<file path="config.mk">
export PLATFORM = sky130hd
export DESIGN_NAME = serial_bus_bridge
export DESIGN_NICKNAME = d
export VERILOG_FILES = /design/src/rtl/serial_bus_bridge.sv
export SDC_FILE = /design/constraint.sdc
export NUM_CORES = 1
export LEC_CHECK = 0
export CORE_MARGIN = 8
export CORE_UTILIZATION = 40
export DETAILED_ROUTE_END_ITERATION = 12
export PLACE_DENSITY = 0.73
export SYNTH_ARGS = -nofsm -noshare
export SYNTH_HDL_FRONTEND = slang
export SYNTH_SLANG_ARGS = --single-unit
</file>
<file path="constraint.sdc">
create_clock -name clk -period 1.5 [get_ports clk]
set_input_delay 0.3 -clock clk [delete_from_list [all_inputs] [get_ports clk]]
set_output_delay 0.3 -clock clk [all_outputs]
set_load 0.02 [all_outputs]
</file>
<file path="src/rtl/serial_bus_bridge.sv">
// serial_bus_bridge: CPU word access to a narrow serial bus.
// A latched request is split into BEATS = WORD_W/BUS_W bus beats,
// least-significant beat first. Writes stream one beat per cycle.
// Reads collect one beat per cycle with bus_rvalid high.
// The transfer ends with a one-cycle ack pulse.
// Optional feature: define SERIAL_BUS_BRIDGE_TIMEOUT_EN to add a read
// stall timeout. When the stall limit is reached, the read ends early
// with ack and err pulsed together.
module serial_bus_bridge #(
  parameter int WORD_W      = 16,
  parameter int BUS_W       = 8,
  parameter int ADDR_W      = 9,
  parameter int TIMEOUT_CYC = 16,
  localparam int BEATS      = WORD_W / BUS_W,
  localparam int BEAT_W     = (BEATS > 1) ? $clog2(BEATS) : 1
) (
  input  logic              clk,
  input  logic              rst,
  input  logic              req,
  input  logic              we,
  input  logic [ADDR_W-1:0] addr,
  input  logic [WORD_W-1:0] wdata,
  output logic [WORD_W-1:0] rdata,
  output logic              ack,
  output logic              err,
  output logic              busy,
  output logic [ADDR_W-1:0] bus_addr,
  output logic [BEAT_W-1:0] bus_beat,
  output logic              bus_we,
  output logic              bus_re,
  output logic [BUS_W-1:0]  bus_dout,
  input  logic [BUS_W-1:0]  bus_din,
  input  logic              bus_rvalid
);

  typedef enum logic [1:0] {IDLE, WR, RD, DONE} state_t;

  state_t            state_reg;
  // Beats of the write word that have not yet been driven.
  // The next beat to drive is always the low slice.
  logic [WORD_W-1:0] wshift_reg;
  logic [BEATS-1:0]  slice_sel;
  logic              last_beat;

`ifdef SERIAL_BUS_BRIDGE_TIMEOUT_EN
  localparam int STALL_W = $clog2(TIMEOUT_CYC + 1);
  logic [STALL_W-1:0] stall_reg;
  logic               err_reg;
  assign err = err_reg;
`else
  // Reads wait forever; the timeout limit has no effect in this build.
  assign err = 1'b0;
  wire unused_timeout = (TIMEOUT_CYC > 0);
`endif

  // One-hot decode of the current beat, used to pick the rdata slice to load.
  generate
    for (genvar gi = 0; gi < BEATS; gi++) begin : g_slice_sel
      assign slice_sel[gi] = (bus_beat == BEAT_W'(gi));
    end
  endgenerate

  assign last_beat = (bus_beat == BEAT_W'(BEATS - 1));

  // Transfer FSM. All bus-facing outputs are registered alongside the state,
  // so address and beat index are stable for the full beat cycle.
  always_ff @(posedge clk) begin
    if (rst) begin
      state_reg  <= IDLE;
      wshift_reg <= '0;
      rdata      <= '0;
      ack        <= 1'b0;
      busy       <= 1'b0;
      bus_addr   <= '0;
      bus_beat   <= '0;
      bus_we     <= 1'b0;
      bus_re     <= 1'b0;
      bus_dout   <= '0;
`ifdef SERIAL_BUS_BRIDGE_TIMEOUT_EN
      stall_reg  <= '0;
      err_reg    <= 1'b0;
`endif
    end else begin
      case (state_reg)
        IDLE: begin
          if (req) begin
            busy     <= 1'b1;
            bus_addr <= addr;
            bus_beat <= '0;
`ifdef SERIAL_BUS_BRIDGE_TIMEOUT_EN
            stall_reg <= '0;
`endif
            if (we) begin
              state_reg  <= WR;
              bus_we     <= 1'b1;
              bus_dout   <= wdata[BUS_W-1:0];
              wshift_reg <= wdata >> BUS_W;
            end else begin
              state_reg <= RD;
              bus_re    <= 1'b1;
            end
          end
        end

        WR: begin
          if (last_beat) begin
            state_reg <= DONE;
            bus_we    <= 1'b0;
            bus_dout  <= '0;
            ack       <= 1'b1;
          end else begin
            bus_beat   <= bus_beat + 1'b1;
            bus_dout   <= wshift_reg[BUS_W-1:0];
            wshift_reg <= wshift_reg >> BUS_W;
          end
        end

        RD: begin
          if (bus_rvalid) begin
            // Only the slice for the current beat changes.
            // Slices that are not written keep their earlier contents.
            for (int i = 0; i < BEATS; i++) begin
              if (slice_sel[i]) rdata[i*BUS_W +: BUS_W] <= bus_din;
            end
`ifdef SERIAL_BUS_BRIDGE_TIMEOUT_EN
            stall_reg <= '0;
`endif
            if (last_beat) begin
              state_reg <= DONE;
              bus_re    <= 1'b0;
              ack       <= 1'b1;
            end else begin
              bus_beat <= bus_beat + 1'b1;
            end
          end
`ifdef SERIAL_BUS_BRIDGE_TIMEOUT_EN
          else if (stall_reg == STALL_W'(TIMEOUT_CYC - 1)) begin
            // This stall cycle brings the count to TIMEOUT_CYC, so give up.
            state_reg <= DONE;
            bus_re    <= 1'b0;
            ack       <= 1'b1;
            err_reg   <= 1'b1;
          end else begin
            stall_reg <= stall_reg + 1'b1;
          end
`endif
        end

        DONE: begin
          state_reg <= IDLE;
          ack       <= 1'b0;
          busy      <= 1'b0;
          bus_beat  <= '0;
`ifdef SERIAL_BUS_BRIDGE_TIMEOUT_EN
          err_reg   <= 1'b0;
`endif
        end

        default: begin
          state_reg <= IDLE;
          ack       <= 1'b0;
          busy      <= 1'b0;
          bus_we    <= 1'b0;
          bus_re    <= 1'b0;
        end
      endcase
    end
  end

endmodule

</file>
==> out/metrics.cfg, run 1 <==
[global_routing]
grt_max_degree = 22
gr-total-overflow = 0
grt_usage = 0.140
grt_pass1_vias = 2024
grt_first_pass_wirelength_mm = 9.63
antenna_found_initial = 0

[synth]
synthSimpleGateAreaFrac = 0.220
synth_xor_area_frac = 0
netlist_area_mm2 = 0.00220
yosysWarnings = 0
netlist-cell-type-count = 34
seq_area_frac_synth = 0.436
synth_ff_type = dfxtp_1
synth_top_area_frac = 0.436
synth_compound_area_frac = 0.171
syn_avg_cell_area_um2 = 9.38
synthMuxAreaShare = 0.0817
synth_adder_area_share = 0.0284
synth-edff-count = 0
ys_ff_latch = 48
yosys.area.top_type = dfxtp_1
synthTopCellsByArea = dfxtp_1 44%, mux2i_1 8.2%, a311oi_2 5.4%
synth_top_family_by_area = simple AND/OR/NAND/NOR gates
ys_async_sr_fraction = 0
synth_nets = 278
synthCells = 235

[clocking]
clk_path_buf_depth = 2
cts_tree = built
numCtsBuffers = 5
hold_buffers = 0
clk_pin_slew_ns = 0.09
clk_latency_ns = 0.30
ctsResizeCount = 39
cts.sinks = 48
cts-root-buf = clkbuf_8
postCtsSetupBuffers = 0
htree_levels = 2

[finish]
final_area_mm2 = 0.00318
largest_register_ffs = 16
syn2layout_area_growth_pct = 44.3
layout_commonest_cell = dfxtp_1
antenna_cells = 0
nets = 356
fillCellCount = 498
seq_area_um2 = 963
multi_input_area_mm2 = 0.00116
fin_cells = 386
drive_above_1_share = 0.169
top_regs = rdata (16), bus_addr (9)
layout_common_cells = 46 x dfxtp_1, 38 x dlygate4sd2_1, 36 x clkdlybuf4s50_1
top_register = rdata

[floorplanning]
io_pins = 77
design.core.area_mm2 = 0.00541
die_y_um = 90.2
start_util = 0.408
rows = 27
die_area_mm2 = 0.00814
die_w_um = 90.2

[sta]
slew_violations = 0
fin_crit_ns = 1.45
whs_ns = 0.246
setup_viol = 0
fin_crit_sh = 0.965
skew_ns = 0.00225
hold_violations = 0
fmax_mhz = 691
setup_tns_ns = 0

[job]
maxCapViolations = 0

[power]
peakVddDrop_uv = 850
clock_power_share = 0.162
power.share.sequential = 0.331
power.total_mw = 5.09
power_density_mw_per_mm2 = 1600
power_frac_comb = 0.507
leakage_nw = 1.44
sw_frac_of_total = 0.396
p_sw_mw = 2.02
p_int_mw = 3.08

[placed_design]
gp_congestion = 0.790
placed_area_mm2 = 0.00309
dp_hpwl_mm = 4.34
portBuffers = 75
dp.cells = 378

[worst_setup_path]
r2r-start = state_reg[0]
critPathLaunch = state_reg[0]
cpMaxStageDelayCell = dfxtp_2
crit_family = compound AO/OA/AOI/OAI gates
crit_type = reg2reg
end_kind = register
critical_path.max_fanout = 8
path_cells = inv_2, ha_2, a21boi_1, buf_4, o31ai_2, a21oi_1
start_kind = register
cp.arrival_ns = 1.64
worst-path-buf-inv = 2
cp.required_ns = 1.69
crit_path_max_incr_delay_ns = 0.36

[drt]
drt_wl_total_mm = 5.75
drt_iter0_drc = 144
wl_per_cell_um = 14.9
dr.pass1.iters = 4
drc = 0
num_vias = 1988
vias_per_cell = 5.15
detail-route-antenna-nets = 0

[run_status]
outcome = complete, no violations

[worst_hold_path]
min-delay-start = rst
holdCritPathClass = in2reg

## metrics by stage
step	util	setup WS (ns)
6_report	0.588	0.0531
5_1_grt	0.588	-0.0125
4_1_cts	0.581	0.00456
3_5_place_dp	0.572	-0.317
3_3_place_gp	0.572	-0.262
2_1_floorplan	-	-0.0560
## worst paths after layout
path,to,cells past startpoint,slack (ns)
worst max register to register,wshift_reg[7],6,0.05
worst max-delay path,wshift_reg[7],6,0.05
worst min-delay path,busy,2,0.25
worst min register to register,bus_addr[2],2,0.46
## cells by family (layout without fill, tap and decap cells)
logic type,after synthesis,count (layout)
buf+inv,26,105
flops,48,48
fa+ha+maj,5,5
mux,18,18
other cells,1,1
compound gates,49,49
simple gates,88,88
## synthesized netlist by cell type (2+ instances only)
cell      count
dfxtp_1      48
a21oi_1      20
mux2i_1      18
nor2_1       18
nand2b_1     13
nand3_1      12
nand2_1      10
clkbuf_1      9
nand3b_1      9
nor3_1        9
a311oi_2      8
nand4b_1      8
o31ai_1       8
buf_2         5
ha_1          5
inv_1         5
nor2b_1       5
a31oi_1       3
buf_6         3
a211o_1       2
buf_1         2
buf_4         2
o21ai_0       2
## power groups by stage
stage               clock network, mW  logic (mW)  registers [mW]
floorplan                           0        1.55            1.91
global placement                    0        2.57            1.71
detailed placement                  0        2.58            1.72
CTS                             0.842        2.49            1.69
global route                    0.892        2.83            1.72
finish                          0.826        2.58            1.69
## routing by layer
layer,vias to the layer above,share of wire,track usage
li1,989,-,-
met1,931,0.43,0.156
met2,62,0.45,0.226
met3,6,0.10,0.0756
met4,0,0.0092,0.0374
met5,-,0,0
## worst register-to-register path: stages (launching register included)
cell      delay (ns)
dfxtp_2         0.36
inv_2           0.06
ha_2            0.22
a21boi_1        0.14
buf_4           0.18
o31ai_2         0.28
a21oi_1         0.09
## final cells by class
class                      instances  share of cell area
timing repair buffer              92               0.268
sequential                        48               0.303
tap                               72              0.0283
multi-input combinational        161               0.365
clock buffer                       6              0.0260
clock inverter                     2             0.00433
inverter                           5             0.00590
(Power assumes the default switching activity.)
==> run 2, diff against run 1 <==
--- a/config.mk
+++ b/config.mk
@@ -7,6 +7,7 @@
 export LEC_CHECK = 0
 export CORE_MARGIN = 8
 export CORE_UTILIZATION = 40
+export CTS_CLUSTER_SIZE = 28
 export DETAILED_ROUTE_END_ITERATION = 12
 export PLACE_DENSITY = 0.73
 export SYNTH_ARGS = -nofsm -noshare
==> constraint.sdc (replaced) <==
create_clock -name clk -period 1.21 [get_ports clk]
set_input_delay 0.242 -clock clk [delete_from_list [all_inputs] [get_ports clk]]
set_output_delay 0.242 -clock clk [all_outputs]
set_load 0.02 [all_outputs]
==> out/metrics.cfg, run 2 (synthesis gave the netlist of run 1 again) <==
[clocking]
cts-root-buf = clkbuf_8
clk_pin_slew_ns = 0.08
clk_path_buf_depth = 2
numCtsBuffers = 5
cts.sinks = 48
htree_levels = 2
cts_tree = built
clk_latency_ns = 0.30

[global_routing]
grt_pass1_vias = 2220
grt_first_pass_wirelength_mm = 10.5
grt_max_degree = 20
gr-total-overflow = 0
grt_usage = 0.154
antenna_found_initial = 0

[finish]
fin_util = 0.664
top_register = rdata
syn2layout_area_growth_pct = 62.7
top_regs = rdata (16), bus_addr (9)
fin_cells = 404
layout_common_cells = 46 x dfxtp_1, 35 x clkdlybuf4s50_1, 24 x buf_4
nets = 374
antenna_cells = 0
largest_register_ffs = 16
layout_commonest_cell = dfxtp_1
drive_above_1_share = 0.398

[sta]
skew_ns = 0.00423
fmax_mhz = 708
fin_crit_ns = 1.41
fin_crit_sh = 1.17
setup_ws_ns = -0.203
rsz0062_at_grt = yes
slew_violations = 0
setup_viol = 38
whs_ns = 0.200
hold_violations = 0

[drt]
drt_iter0_drc = 96
num_vias = 2082
vias_per_cell = 5.15
drc = 0
drt_wl_total_mm = 6.48
detail-route-antenna-nets = 0
dr.pass1.iters = 4
wl_per_cell_um = 16.0

[floorplanning]
io_pins = 77
rows = 27
die_w_um = 90.2
die_y_um = 90.2
design.core.area_mm2 = 0.00541
start_util = 0.408
die_area_mm2 = 0.00814

[worst_hold_path]
holdCritPathClass = in2reg

[power]
clock_power_share = 0.119
sw_frac_of_total = 0.400
power_density_mw_per_mm2 = 2190
power_frac_comb = 0.605
peakVddDrop_uv = 1010
power.total_mw = 7.86
power.share.sequential = 0.276
p_int_mw = 4.72
p_sw_mw = 3.15
leakage_nw = 1.46

[run_status]
outcome = finished, violations left
violations = setup timing

[worst_setup_path]
start_kind = register
end_kind = register
critical_path.max_fanout = 8
cp.arrival_ns = 1.60
cp.required_ns = 1.40
crit_type = reg2reg

[placed_design]
gp_congestion = 0.775
portBuffers = 75
dp.cells = 391
dp_hpwl_mm = 4.52

[job]
maxCapViolations = 0

## run 2: cell type report
cell class / instances / area, um^2
fill: 454 / 1820
clock buffer: 7 / 76.3
multi-input combinational: 161 / 1420
timing repair buffer: 110 / 998
tap: 72 / 90.1
inverter: 5 / 26.3
clock inverter: 1 / 8.76
sequential: 48 / 968
## run 2: worst paths after layout
path | startpoint | to | slack [ns] | cells past startpoint
setup / recovery | state_reg[0] | wshift_reg[0] | -0.20 | 6
hold / removal | rst | busy | 0.20 | 2
setup reg to reg | state_reg[0] | wshift_reg[0] | -0.20 | 6
hold reg to reg | bus_addr[6] | bus_addr[6] | 0.46 | 2
## run 2: stage by stage
| stage | TNS, ns | cell area [um^2] | setup WS (ns) |
|---|---|---|---|
| 2_1_floorplan | -4.71 | 2260 | -0.346 |
| 3_3_place_gp | -13.21 | 3210 | -0.461 |
| 3_5_place_dp | -14.34 | 3210 | -0.519 |
| 4_1_cts | -5.48 | 3530 | -0.192 |
| 5_1_grt | -7.28 | 3590 | -0.257 |
| 6_report | -5.13 | 3590 | -0.203 |
## run 2: worst max-delay path: stages, from the launching register on
cell and delay [ns]:
dfxtp_4 0.40, inv_6 0.05, ha_4 0.18, a21boi_2 0.16
buf_6 0.17, o31ai_4 0.25, a21oi_1 0.09
## run 2: power groups by stage
| stage | Combinational (mW) | Clock, mW | Sequential (mW) |
|---|---|---|---|
| finish | 4.76 | 0.936 | 2.17 |
| global route | 5.07 | 1.01 | 2.20 |
| CTS | 4.29 | 0.962 | 2.14 |
| detailed placement | 3.62 | 0 | 2.13 |
| global placement | 3.57 | 0 | 2.12 |
| floorplan | 2.00 | 0 | 2.37 |
## run 2: routing by layer
metal	vias up	routed length [um]	GRT usage
met1	992	2670	0.166
met4	0	58	0.0527
met5	-	0	0
li1	1029	-	-
met3	6	506	0.0698
met2	55	3250	0.260
## run 2: repair_timing
| item | 4_1_cts | 5_1_grt |
|---|---|---|
| cloned | 0 | 1 |
| hold buffers | 0 | 0 |
| setup buffers | 6 | 1 |
| pin swaps | 14 | 17 |
| endpoints found under the setup margin | 86 | 71 |
| gates resized for setup | 134 | 55 |
==> run 3, diff against run 2 <==
--- a/config.mk
+++ b/config.mk
@@ -7,7 +7,6 @@
 export LEC_CHECK = 0
 export CORE_MARGIN = 8
 export CORE_UTILIZATION = 40
-export CTS_CLUSTER_SIZE = 28
 export DETAILED_ROUTE_END_ITERATION = 12
 export PLACE_DENSITY = 0.73
 export SYNTH_ARGS = -nofsm -noshare
==> results of run 3 <==
No change in the layout: final DEF, timing and power equal those of run 2.
